==> src/rtl/i2s_tdm_tx.sv <==
// i2s_tdm_tx: serial audio transmitter, I2S (stereo, 50 % LRCLK) or TDM
// (N channels, one-bit frame-sync pulse), fed by a small frame FIFO.
//
// Ports
//   clk           system clock, rising edge
//   rst           asynchronous active-high reset
//   prescaler     SCLK half-period in clk cycles, 0 = stopped (latched per frame)
//   mode          0 = I2S, 1 = TDM (latched per frame)
//   s_valid       frame offered
//   s_ready       FIFO can accept a frame (registered)
//   s_data        frame, channel 0 in bits [SAMPLE_W-1:0]
//   sclk          bit clock
//   lrclk         word select (I2S) or frame sync (TDM)
//   sdata         serial data, MSB first, one bit period delayed
//   frame_start   one-clk pulse when a frame is loaded
//   underrun_cnt  saturating count of frames sent from an empty FIFO
module i2s_tdm_tx #(
  parameter int SAMPLE_W   = 16,
  parameter int SLOT_W     = 16,
  parameter int CHANNELS   = 2,
  parameter int PRESCALE_W = 8,
  parameter int FIFO_DEPTH = 4
) (
  input  logic                         clk,
  input  logic                         rst,
  input  logic [PRESCALE_W-1:0]        prescaler,
  input  logic                         mode,
  input  logic                         s_valid,
  output logic                         s_ready,
  input  logic [CHANNELS*SAMPLE_W-1:0] s_data,
  output logic                         sclk,
  output logic                         lrclk,
  output logic                         sdata,
  output logic                         frame_start,
  output logic [15:0]                  underrun_cnt
);

  localparam int FRAME_W = CHANNELS * SAMPLE_W;
  localparam int N       = CHANNELS * SLOT_W;
  localparam int AW      = $clog2(FIFO_DEPTH);
  localparam int BW      = $clog2(N);
  localparam int CW      = PRESCALE_W + 1;

  typedef enum logic {IDLE, RUN} state_t;

  // ---------------------------------------------------------------- FIFO
  logic [FRAME_W-1:0] mem [FIFO_DEPTH];
  logic [AW-1:0]      wr_ptr, rd_ptr;
  logic [AW:0]        count, count_next;
  logic               push, pop, empty;

  // ---------------------------------------------------------------- engine
  state_t              state;
  logic [PRESCALE_W-1:0] p_lat;
  logic                m_lat;
  logic [CW-1:0]       cnt;
  logic [CW-1:0]       two_p;
  logic [BW-1:0]       bit_idx;
  logic [N-1:0]        shreg;
  logic [N-1:0]        frame_img;
  logic                period_end, half, load, start;

  assign empty      = (count == '0);
  assign push       = s_valid && s_ready;
  assign count_next = count + (AW+1)'(push) - (AW+1)'(pop);

  assign two_p      = {p_lat, 1'b0};
  assign period_end = (cnt == two_p - CW'(1));
  assign half       = (cnt == CW'(p_lat) - CW'(1));

  // A load is evaluated at every frame boundary; it only starts a frame when
  // the live prescaler is non-zero, otherwise the engine parks in IDLE.
  assign load  = (state == IDLE) ? (prescaler != '0)
                                 : (period_end && (bit_idx == BW'(N-1)));
  assign start = load && (prescaler != '0);
  assign pop   = start && !empty;

  // Head-of-FIFO frame laid out MSB-first: frame bit 0 sits in frame_img[N-1],
  // each slot left-justified with zero padding after the sample.
  // NOTE: a default assignment first keeps this block purely combinational.
  always_comb begin
    frame_img = '0;
    for (int c = 0; c < CHANNELS; c++)
      frame_img[N-1-c*SLOT_W -: SAMPLE_W] = mem[rd_ptr][c*SAMPLE_W +: SAMPLE_W];
  end

  // NOTE: sample storage needs no reset; the pointers define what is valid.
  always_ff @(posedge clk) begin
    if (push) mem[wr_ptr] <= s_data;
  end

  // NOTE: non-blocking assignments so every register samples pre-edge values.
  always_ff @(posedge clk or posedge rst) begin
    if (rst) begin
      wr_ptr  <= '0;
      rd_ptr  <= '0;
      count   <= '0;
      s_ready <= 1'b1;
    end else begin
      if (push) wr_ptr <= wr_ptr + AW'(1);
      if (pop)  rd_ptr <= rd_ptr + AW'(1);
      count   <= count_next;
      s_ready <= (count_next != (AW+1)'(FIFO_DEPTH));
    end
  end

  // Serialiser. shreg shifts left once per bit period; after the last shift
  // its MSB still holds the final frame bit, which is what bit period 0 of
  // the next frame must drive (the one-bit delay).
  always_ff @(posedge clk or posedge rst) begin
    if (rst) begin
      state        <= IDLE;
      p_lat        <= '0;
      m_lat        <= 1'b0;
      cnt          <= '0;
      bit_idx      <= '0;
      shreg        <= '0;
      sclk         <= 1'b0;
      lrclk        <= 1'b0;
      sdata        <= 1'b0;
      frame_start  <= 1'b0;
      underrun_cnt <= '0;
    end else begin
      frame_start <= 1'b0;
      if (load) begin
        p_lat   <= prescaler;
        m_lat   <= mode;
        cnt     <= '0;
        bit_idx <= '0;
        sclk    <= 1'b0;
        if (!start) begin
          state <= IDLE;
          lrclk <= 1'b0;
          sdata <= 1'b0;
        end else begin
          state       <= RUN;
          frame_start <= 1'b1;
          // Bit period 0 carries the previous frame's last bit, which lies in
          // the upper half in I2S; in TDM this is the sync pulse.
          lrclk       <= 1'b1;
          sdata       <= shreg[N-1];
          if (!empty) begin
            shreg <= frame_img;
          end else begin
            shreg <= '0;
            if (underrun_cnt != 16'hFFFF) underrun_cnt <= underrun_cnt + 16'd1;
          end
        end
      end else if (state == RUN) begin
        if (period_end) begin
          cnt     <= '0;
          sclk    <= 1'b0;
          bit_idx <= bit_idx + BW'(1);
          sdata   <= shreg[N-1];
          shreg   <= {shreg[N-2:0], 1'b0};
          // New period drives frame bit bit_idx; upper half selects right channel.
          lrclk   <= m_lat ? 1'b0 : (bit_idx >= BW'(N/2));
        end else begin
          cnt <= cnt + CW'(1);
          if (half) sclk <= 1'b1;
        end
      end
    end
  end

endmodule

==> config.mk <==
export PLATFORM = sky130hd
export DESIGN_NAME = i2s_tdm_tx
export DESIGN_NICKNAME = d
export VERILOG_FILES = /design/src/rtl/i2s_tdm_tx.sv
export SDC_FILE = /design/constraint.sdc
export NUM_CORES = 1
export LEC_CHECK = 0
export BUFFER_PORTS_ARGS = -buffer_cell sky130_fd_sc_hd__buf_2
export CORE_MARGIN = 3
export CORE_UTILIZATION = 45
export DETAILED_ROUTE_END_ITERATION = 16
export PLACE_DENSITY_LB_ADDON = 0.15
export SYNTH_ARGS = -nofsm -noshare
export SYNTH_HDL_FRONTEND = slang
export SYNTH_SLANG_ARGS = --single-unit
==> constraint.sdc <==
create_clock -name clk -period 4.64 [get_ports clk]
set_clock_uncertainty 0.1 [all_clocks]
set_input_delay 0.696 -clock clk [delete_from_list [all_inputs] [get_ports clk]]
set_output_delay 0.696 -clock clk [all_outputs]
set_load 0.05 [all_outputs]
==> results of run 1 <==
## routing by layer
layer / share of wire [%] / vias up
met3: 4.9 / 33
met5: 0 / -
met1: 45 / 2899
met4: 2.2 / 0
li1: - / 2636
met2: 48 / 156
## cell families after synthesis
logic type | after synthesis | share of synthesized area, %
buffers and inverters | 70 | 3.087
xor gates and xnor gates | 37 | 3.477
adders and majority gates | 12 | 1.691
AOI/OAI and AO/OA | 114 | 9.651
DFF | 212 | 63.80
muxes | 44 | 9.168
and+or+nand+nor | 148 | 9.128
## stage by stage
step / instance area, µm² / total power, mW / hold slack, ns / cells / worst slack (ns)
5_1_grt: 10650 / 4.753 / 0.2879 / 977 / 0.2773
3_3_place_gp: 9889 / 2.779 / 0.3775 / 934 / 0.7503
3_5_place_dp: 9889 / 2.812 / 0.3886 / 934 / 0.5615
2_1_floorplan: 9321 / 2.628 / 0.3740 / 637 / 0.7357
4_1_cts: 10650 / 4.629 / 0.2785 / 977 / 0.5531
6_report: 10650 / 4.564 / 0.2980 / 977 / 0.5607
## worst register-to-register path, cell delays in order (launching register included)
cell     delay [ns]
dfrtp_1        0.44
inv_1          0.09
ha_1           0.29
nor3b_1        0.50
and2_0         0.36
or3_1          0.16
a31oi_1        0.09
buf_4          0.18
a31o_2         0.26
and3_1         0.21
ha_1           0.28
inv_1          0.05
ha_1           0.19
fa_1           0.39
xnor2_1        0.18
xnor2_1        0.17
nand2_1        0.08
## report_power, final
| part | leakage [nW] | internal [mW] | total (mW) | switching [mW] |
|---|---|---|---|---|
| sequential | 2.29 | 2.27 | 2.33 | 0.0580 |
| clock | 0.372 | 1.09 | 1.81 | 0.721 |
| combinational | 1.28 | 0.137 | 0.430 | 0.292 |
## layout make-up
| cell class | instances | area [µm²] |
|---|---|---|
| clock buffers | 27 | 633.1 |
| clock inverters | 16 | 126.4 |
| fillers | 1729 | 9651 |
| inverters | 17 | 65.06 |
| multi-input cells | 355 | 3097 |
| flip-flops and latches | 212 | 5949 |
| well taps | 270 | 337.8 |
| repair buffers | 80 | 440.4 |
## cells in the mapped netlist (11+ instances only)
cell type	number
ha_1	11
nand4_1	48
xnor2_1	27
nand2_1	22
nor2_1	15
nand3_1	13
mux4_2	32
o21ai_0	14
a311oi_1	31
a2bb2oi_1	31
and3_1	16
dfrtp_1	83
mux2_2	11
inv_1	17
clkbuf_1	39
edfxtp_1	128
## sequential cells by signal, indices dropped and copies added, names as in the netlist
register / cells
mem: 128
sclk: 1
state: 1
s_ready: 1
wr_ptr: 2
shreg: 32
m_lat: 1
cnt: 9
sdata: 1
count: 3
rd_ptr: 2
p_lat: 8
frame_start: 1
lrclk: 1
bit_idx: 5
underrun_cnt: 16
## worst max-delay path by stage
stage	start	endpoint	cells past startpoint
6_report	p_lat[0]	s_ready	16
3_3_place_gp	p_lat[0]	s_ready	16
3_5_place_dp	p_lat[0]	s_ready	16
5_1_grt	p_lat[0]	s_ready	16
4_1_cts	p_lat[0]	s_ready	16
2_1_floorplan	p_lat[0]	s_ready	16
==> summary.md, run 1 <==
| Metric | Value |
|---|---|
| Run status | `finished clean` |
| Cell count after synthesis | `roughly 640` |
| Worst path top cell family by delay | `simple AND/OR/NAND/NOR gates` |
| Crit Reg-Reg Endpoint | `s_ready` |
| Min-delay src | `s_data[30]` |
| Post-synth ARST share | `39.62%` |
| TritonCTS clock tree | `yes` |
| Post-Route WL | `approximately 19,000 µm` |
| Initial antenna violation count | `0` |
| Die width | `~150 µm` |
| Yosys warning count | `0` |
| CTS Hold Bufs | `0` |
| Setup Crit Path Kind | `flip-flop to flip-flop` |
| Initial Util | `45.92%` |
| Initial drt markers | `376` |
| Most common cell after layout, fill and taps aside | `edfxtp_1` |
| Post-synth top flop | `edfxtp_1` |
| Most frequent cells in the layout | `edfxtp_1, dfrtp_1, buf_2, nand4_1, mux4_2` |
| Root Buffer | `clkbuf_16` |
| CTS sink count | `about 210` |
| Vias/cell | `5.859` |
| Final Setup Violations | `0` |
| WL/cell | `19.49 µm` |
| WP data required | `around 5.0 ns` |
| Die height | `~150 µm` |
| Worst-skew pair later-pin latency | `0.51 ns` |
| Pwr/cell area | `approximately 430 nW/µm²` |
| Number of buffers inserted by post-CTS setup repair | `0` |
| VDD IR-drop max | `between 0.2 and 0.3 mV` |
| RSZ-0062 raised after global routing | `false` |
| Core box area | `about 20,000 µm²` |
| Max-Cap Viols | `0` |
| Final period util | `87.92%` |
| Clock Tree Buf Depth | `3` |
| Met3 usage | `2.574%` |
| DP HPWL | `~12,000 µm` |
| Met1 Usage GRT | `roughly a quarter` |
| Top cells by area, synth | `edfxtp_1, dfrtp_1, mux4_2` |
| Slew margin rel. | `28.16%` |
| I/O pins | `65` |
| Top cell by count, worst path | `ha_1` |
| Final Wtd Congestion | `approximately 0.83` |
| Slowest-stage cell, CP | `nor3b_1` |
| Total grt overflow | `0` |
| Layout cells sized above 1 | `between 20 and 25%` |
| Largest net degree at the start of global routing | `60` |
| Buf/Inv on CP | `3` |
| Critical Path Sink Type | `flip-flop` |
| Syn_nets | `~700` |
| Minimum clock period | `4.079 ns` |
| Gr busiest metal | `met2` |
| R2R Path Start | `p_lat[0]` |
| WHS Path Cells | `1` |
| Htree depth | `1` |
| Seq/Total Area, Yosys | `a little under two thirds` |
| Hold Vio Cnt, Final | `0` |
| Worst-case reg-to-reg path depth | `16` |
| CP max stage delay | `0.50 ns` |
| Die area | `between 20,000 and 25,000 µm²` |
| Startpoint type of the worst setup path | `flip-flop` |
| Hold Crit Class | `primary input to flip-flop` |
| Max Freq | `between 200 and 250 MHz` |
| Final #Nets | `746` |
| N_diodes | `0` |
| CP max FO | `9` |
| Global-route wire length before repair | `30,900 µm` |
| Post-CTS sizing | `0` |
| Post-Syn Area | `~9300 µm²` |
| CP arrival | `between 4 and 5 ns` |
| Post-synth EDFFs | `128` |
| Vias in the first global route | `between 5,000 and 6,000` |
| Buffers added on ports | `64` |
| Dominant cell type by area after synthesis | `edfxtp_1` |
| Synth Register Bits | `~210` |
| Vias | `about 5,700` |
| Hold Crit Endpoint | `mem[1][30]` |
| Crit-path cells | `inv_1, ha_1, nor3b_1, and2_0, or3_1, a31oi_1, buf_4, a31o_2, and3_1, ha_1, inv_1, ha_1, fa_1, xnor2_1, xnor2_1, nand2_1` |
| Area delta synth->final | `14.24%` |
| Mean post-synth cell area | `14.63 µm²` |
| Slew Limit Fails | `0` |
| Worst R2R Setup Slack | `0.56 ns` |
| Fin util | `around 52%` |
| Worst-path clk slew | `around 0.06 ns` |
| Synth cell types | `a little under 60` |
| Site row count | `52` |
| Drt drc | `0` |
| Setup TNS | `0 ns` |
| Worst Max-Slew Pin Slew | `about 1.1 ns` |
| Pleak | `around 3.9 nW` |
| Tot GR Track Use | `17.10%` |
| DRT Pass-1 Iters | `6` |
| Num CTS Buffers | `24` |
| Grt met2 use | `27.75%` |
| Detail Route Antenna Nets | `0` |
| Synth top area share | `about 41%` |
Power figures use the tool's default switching activity.
==> inputs of run 2 (changes only) <==
- clock period: 4.64 -> 4.1 ns (I/O delays scaled with it)
==> run 2 against run 1 <==
Worst hold slack got worse by 0.094 ns; via count up 0.65%; critical path depth down 1; critical path type unchanged; register-to-register slack got worse by 0.25 ns.
==> summary.md, run 2 (same netlist as run 1, synthesis figures left out) <==
| Metric | Value |
|---|---|
| Core box area | `20,300 µm² (unchanged)` |
| Initial drt markers | `463 (+23%)` |
| Post-Route WL | `19,170 µm (+0.71%)` |
| Most common cell after layout, fill and taps aside | `edfxtp_1` |
| Htree depth | `1 (unchanged)` |
| Num CTS Buffers | `23 (-4.2%)` |
| CP max stage delay | `0.52 ns (+0.02 ns)` |
| Slowest-stage cell, CP | `or4_4` |
| Setup TNS | `0 ns (unchanged)` |
| Minimum clock period | `3.785 ns (-0.2946 ns)` |
| Placed inst area | `9905 µm² (+0.15%)` |
| N_diodes | `0 (unchanged)` |
| Pleak | `3.957 nW (+0.52%)` |
| Max Freq | `264.2 MHz (+7.8%)` |
| Slew margin rel. | `31.01% (+2.8 points)` |
| Post-CTS sizing | `0 (unchanged)` |
| Worst-skew pair later-pin latency | `0.52 ns (about the same)` |
| Buf/Inv on CP | `2 (-1)` |
| Area delta synth->final | `14.74%` |
| Biggest registers after layout | `mem (128), shreg (32), underrun_cnt (16)` |
| Worst-path clk slew | `0.06 ns (about the same)` |
| Most frequent cells in the layout | `edfxtp_1, dfrtp_1, buf_2, nand4_1, mux4_2` |
| I/O pins | `65 (unchanged)` |
| Hold Crit Class | `primary input to flip-flop` |
| VDD IR-drop max | `0.3910 mV (+46%)` |
| Final period util | `92.31% (+4.4 points)` |
| RSZ-0062 raised after global routing | `false` |
| CTS sink count | `212 (unchanged)` |
| Hold Vio Cnt, Final | `0 (unchanged)` |
| Root Buffer | `clkbuf_16` |
| Site row count | `52 (unchanged)` |
| Worst Max-Slew Pin Slew | `1.035 ns (-0.04005 ns)` |
| Initial Util | `45.92% (unchanged)` |
| Pwr/cell area | `489.9 nW/µm² (+14%)` |
| Top cell by count, worst path | `ha_1` |
| Die width | `149.9 µm (unchanged)` |
| WL/cell | `19.58 µm (+0.50%)` |
| Vias | `5,761 (+0.65%)` |
| DP HPWL | `11,780 µm (+2.4%)` |
| Drt drc | `0 (unchanged)` |
| Final Setup Violations | `0 (unchanged)` |
| DRT Pass-1 Iters | `5 (-1)` |
| Final setup margin | `0.3153 ns (-0.2454 ns)` |
| Total grt overflow | `0 (unchanged)` |
| Reg with most FFs | `mem` |
| Setup WS pre-CTS | `0.3155 ns (-0.2460 ns)` |
| Startpoint type of the worst setup path | `flip-flop` |
| Die area | `22,480 µm² (unchanged)` |
| CP arrival | `4.11 ns (-0.30 ns)` |
| Fin util | `52.69% (+0.23 points)` |
| Worst path top cell family by delay | `simple AND/OR/NAND/NOR gates` |
| Die height | `149.9 µm (unchanged)` |
| Crit-path cells | `inv_1, ha_1, nor3b_1, a32o_1, or4_4, nor4_4, a31o_2, and3_1, ha_1, inv_1, ha_1, fa_1, xnor2_1, xnor2_1, nand2_1` |
| Buffers added on ports | `64 (unchanged)` |
| Setup Crit Path Kind | `flip-flop to flip-flop` |
| Tot GR Track Use | `17.34% (+0.24 points)` |
| Initial antenna violation count | `0 (unchanged)` |
| WP data required | `4.43 ns (-0.54 ns)` |
| Max FFs per register | `128 (unchanged)` |
| Critical Path Sink Type | `flip-flop` |
| CP max FO | `6 (-3)` |
| Vias/cell | `5.885 (+0.44%)` |
| Clock Tree Buf Depth | `3 (unchanged)` |
| TritonCTS clock tree | `yes` |
| Layout cells sized above 1 | `24.68% (+0.35 points)` |
| Final Instance Area | `10,700 µm² (+0.43%)` |
| Detail Route Antenna Nets | `0 (unchanged)` |
| Slew Limit Fails | `0 (unchanged)` |
| Max-Cap Viols | `0 (unchanged)` |
| Fillers | `1,685 (-2.5%)` |
| Run status | `finished clean` |
| Final #Nets | `748 (+0.27%)` |
| Largest net degree at the start of global routing | `51 (-15%)` |
| Vias in the first global route | `5,852 (+0.84%)` |
| Final Wtd Congestion | `0.8497 (+2.9%)` |
| Global-route wire length before repair | `31,330 µm (+1.4%)` |
[run 2: changes by cell type in the layout (fill, tap and decap cells not counted)]
cell	previous run	this run
inv_16	0	1
inv_6	1	0
dlygate4sd3_1	0	1
buf_4	16	18
clkinv_1	8	6
clkbuf_16	25	23
clkinvlp_4	1	2
bufinv_16	2	4
[run 2: path summary, 6_finish.rpt]
check                                      from              end  slack (ns)  cells past startpoint
min in group asynchronous                   rst         count[1]        0.57                      3
worst min register to register  underrun_cnt[6]  underrun_cnt[6]        0.39                      1
worst min-delay path                  s_data[8]        mem[3][8]        0.20                      1
max in group asynchronous                   rst        rd_ptr[1]        2.53                      4
worst max register to register         p_lat[0]          s_ready        0.32                     15
worst max-delay path                   p_lat[0]          s_ready        0.32                     15
[run 2: cell type report]
type | count | area [µm²] | share of cell area (%)
tap | 270 | 337.8 | 3.159
inverter | 17 | 65.06 | 0.6083
timing repair buffer | 83 | 465.4 | 4.352
clock inverter | 17 | 197.7 | 1.848
sequential | 212 | 5949 | 55.63
clock buffer | 25 | 583.1 | 5.452
multi-input combinational | 355 | 3097 | 28.95
[run 2: metal layers]
metal | global-route usage (%) | wire (µm) | part of all wire [%] | vias up
li1 | - | - | - | 2636
met1 | 24.12 | 8492 | 44 | 2951
met2 | 28.86 | 9486 | 49 | 148
met3 | 2.907 | 934 | 4.9 | 26
met5 | 0 | 0 | 0 | -
met4 | 4.026 | 259 | 1.4 | 0
[run 2: timing repair]
item / in CTS / in global routing
buffers inserted: 0 / 0
hold endpoints to repair: 1 / 0
hold buffers: 1 / 0
[run 2: per-stage QoR]
step	total power, mW	hold WS, ns	std cells
after floorplan	2.974	0.3740	637
after global placement	3.143	0.3828	936
after detailed placement	3.191	0.3929	936
after CTS	5.320	0.1866	979
after global routing	5.465	0.1959	979
final	5.239	0.2042	979
[run 2: power by group]
part | switching, mW | leakage [nW] | internal (mW)
logic | 0.337 | 1.29 | 0.158
clock network | 0.827 | 0.377 | 1.29
registers | 0.0664 | 2.29 | 2.57
==> inputs of run 3 (changes only) <==
- RECOVER_POWER: unset -> 25
==> run 3 against run 2 <==
Register-to-register slack hardly changed; largest power group unchanged; sequential power is essentially flat; worst setup slack improved by 0.0044 ns; final cell count is the same; die area unchanged; critical path depth unchanged; clock power barely moved; final area is 0.36% lower; highest routed layer unchanged; largest cell class unchanged; combinational power barely moved.
==> summary.md, run 3 (same netlist as run 1, synthesis figures left out) <==
| Metric | Value |
|---|---|
| Run status | `finished clean` |
| Pwr/cell area | `491.9 nW/µm² (+0.41%)` |
| Max layer used | `met4` |
| Cell internal pwr | `4.006 mW (-0.10%)` |
| Wl on met1 | `8560 µm (+0.80%)` |
| Most frequent cells in the layout | `edfxtp_1, dfrtp_1, nand4_1, clkbuf_1, buf_2` |
| I/O pins | `65 (unchanged)` |
| Die area | `22,480 µm² (unchanged)` |
| DRT Pass-1 Iters | `5 (unchanged)` |
| Sequential Power Share | `50.2% (about the same)` |
| Largest net degree at the start of global routing | `51 (unchanged)` |
| Placed inst area | `9905 µm² (unchanged)` |
| Startpoint type of the worst setup path | `flip-flop` |
| Slew Limit Fails | `0 (unchanged)` |
| Site row count | `52 (unchanged)` |
| Drt drc | `0 (unchanged)` |
| DP HPWL | `11,780 µm (unchanged)` |
| CTS sink count | `212 (unchanged)` |
| Switching fraction of total power | `23.58% (+0.12 points)` |
| Met2 Wirelength | `9468 µm (-0.19%)` |
| Pleak | `3.871 nW (-2.2%)` |
| Reg with most FFs | `mem` |
| CP arrival | `4.11 ns (about the same)` |
| Critical Path Sink Type | `flip-flop` |
| Final #Nets | `748 (unchanged)` |
| Met3 WL post-DR | `996 µm (+6.6%)` |
| N_diodes | `0 (unchanged)` |
| Root Buffer | `clkbuf_16` |
| Slew margin rel. | `30.15% (-0.86 points)` |
| WP data required | `4.43 ns (about the same)` |
| TritonCTS clock tree | `yes` |
| VDD IR-drop max | `0.3908 mV (about the same)` |
| Initial Util | `45.92% (unchanged)` |
| Global-route wire length before repair | `31,330 µm (unchanged)` |
| Final period util | `92.20% (-0.11 points)` |
| Vias/cell | `5.872 (-0.21%)` |
| Clk pwr share | `40.4% (about the same)` |
| Tot GR Track Use | `17.34% (unchanged)` |
| Die width | `149.9 µm (unchanged)` |
| Top cell by count, worst path | `ha_1` |
| Worst Max-Slew Pin Slew | `1.048 ns (+0.01284 ns)` |
| Vias | `5,749 (-0.21%)` |
| Total grt overflow | `0 (unchanged)` |
| RSZ-0062 raised after global routing | `false` |
| Crit-path cells | `inv_1, ha_1, nor3b_1, a32o_1, or4_4, nor4_4, a31o_2, and3_1, ha_1, inv_1, ha_1, fa_1, xnor2_1, xnor2_1, nand2_1` |
| Combinational power share | `9.4% (about the same)` |
| CP max stage delay | `0.52 ns (about the same)` |
| Setup WS pre-CTS | `0.3155 ns (unchanged)` |
| Max FFs per register | `128 (unchanged)` |
| Max-Cap Viols | `0 (unchanged)` |
| Final Instance Area | `10,660 µm² (-0.36%)` |
| Slowest-stage cell, CP | `or4_4` |
| Die height | `149.9 µm (unchanged)` |
| Initial antenna violation count | `0 (unchanged)` |
| Biggest registers after layout | `mem (128), shreg (32), underrun_cnt (16)` |
| Setup Crit Path Kind | `flip-flop to flip-flop` |
| Layout cells sized above 1 | `20.31% (-4.4 points)` |
| Buffers added on ports | `64 (unchanged)` |
| Num CTS Buffers | `23 (unchanged)` |
| Final setup margin | `0.3197 ns (+0.004396 ns)` |
| Hold Crit Class | `primary input to flip-flop` |
| Initial drt markers | `475 (+2.6%)` |
| Vias in the first global route | `5,852 (unchanged)` |
| Final Wtd Congestion | `0.8497 (unchanged)` |
| Htree depth | `1 (unchanged)` |
| Worst-path clk slew | `0.06 ns (about the same)` |
| CP max FO | `6 (unchanged)` |
| Detail Route Antenna Nets | `0 (unchanged)` |
| Max Freq | `264.5 MHz (+0.12%)` |
| WL/cell | `19.71 µm (+0.65%)` |
| Area delta synth->final | `14.32%` |
| WHS | `0.2098 ns (+0.005662 ns)` |
| Final Setup Violations | `0 (unchanged)` |
| Hold Vio Cnt, Final | `0 (unchanged)` |
| Most common cell after layout, fill and taps aside | `edfxtp_1` |
| Setup TNS | `0 ns (unchanged)` |
| Number of buffers inserted by post-CTS setup repair | `0 (unchanged)` |
| Core box area | `20,300 µm² (unchanged)` |
| Minimum clock period | `3.780 ns (-0.004396 ns)` |
| Post-Route WL | `19,300 µm (+0.65%)` |
| Net Sw Power | `1.236 mW (+0.55%)` |
| Worst-skew pair later-pin latency | `0.52 ns (about the same)` |
| Clock Tree Buf Depth | `3 (unchanged)` |
-- run 3: cell count changes in the layout (fill, tap and decap cells not counted), sizes merged --
cell	change
clkbuf	+31
buf	-31
-- run 3: power by group through the flow --
stage	registers (mW)	logic, mW	clock network, mW
3_3_place_gp	2.66	0.483	0
5_1_grt	2.65	0.546	2.26
6_report	2.63	0.491	2.12
3_5_place_dp	2.68	0.515	0
2_1_floorplan	2.66	0.309	0
4_1_cts	2.64	0.515	2.17
-- run 3: final timing paths --
path,from,depth (start not counted),end,slack (ns)
max,p_lat[0],15,s_ready,0.32
min,s_data[18],1,mem[3][18],0.21
max reg2reg,p_lat[0],15,s_ready,0.32
min reg2reg,underrun_cnt[6],1,underrun_cnt[6],0.39
max in group asynchronous,rst,4,rd_ptr[1],2.53
min in group asynchronous,rst,3,count[1],0.57
-- run 3: worst max-delay path, delay by kind of cell, from the launching register on --
kind | cells | cell delay, ns
and+or+nand+nor | 5 | 1.28
adders and majority gates | 4 | 0.92
AOI/OAI and AO/OA | 2 | 0.50
DFF | 1 | 0.45
xor gates and xnor gates | 2 | 0.34
buffers and inverters | 2 | 0.11
-- run 3: area by class of cell --
cell class	instances	area [µm²]
multi-input cells	355	3097
clock inverters	17	197.7
fillers	1697	9643
inverters	17	65.06
clock buffers	25	583.1
flip-flops and latches	212	5949
well taps	270	337.8
repair buffers	83	426.7
-- run 3: timing repair --
| item | 4_1_cts | 5_1_grt |
|---|---|---|
| endpoints found under the hold margin | 1 | 0 |
| hold buffers | 1 | 0 |
| gates resized for setup | 0 | 0 |
-- run 3: per-stage QoR --
| stage | power (mW) | utilization (%) | instances |
|---|---|---|---|
| final | 5.242 | 52.50 | 979 |
| after global routing | 5.461 | 52.50 | 979 |
| after CTS | 5.320 | 52.69 | 979 |
| after detailed placement | 3.191 | 48.79 | 936 |
| after global placement | 3.143 | 48.79 | 936 |
| after floorplan | 2.974 | - | 637 |
-- run 3: routing by layer --
metal | global-route usage [%] | vias to the layer above
met4 | 4.026 | 0
met5 | 0 | -
met1 | 24.12 | 2942
met3 | 2.907 | 29
met2 | 28.86 | 149
li1 | - | 2629
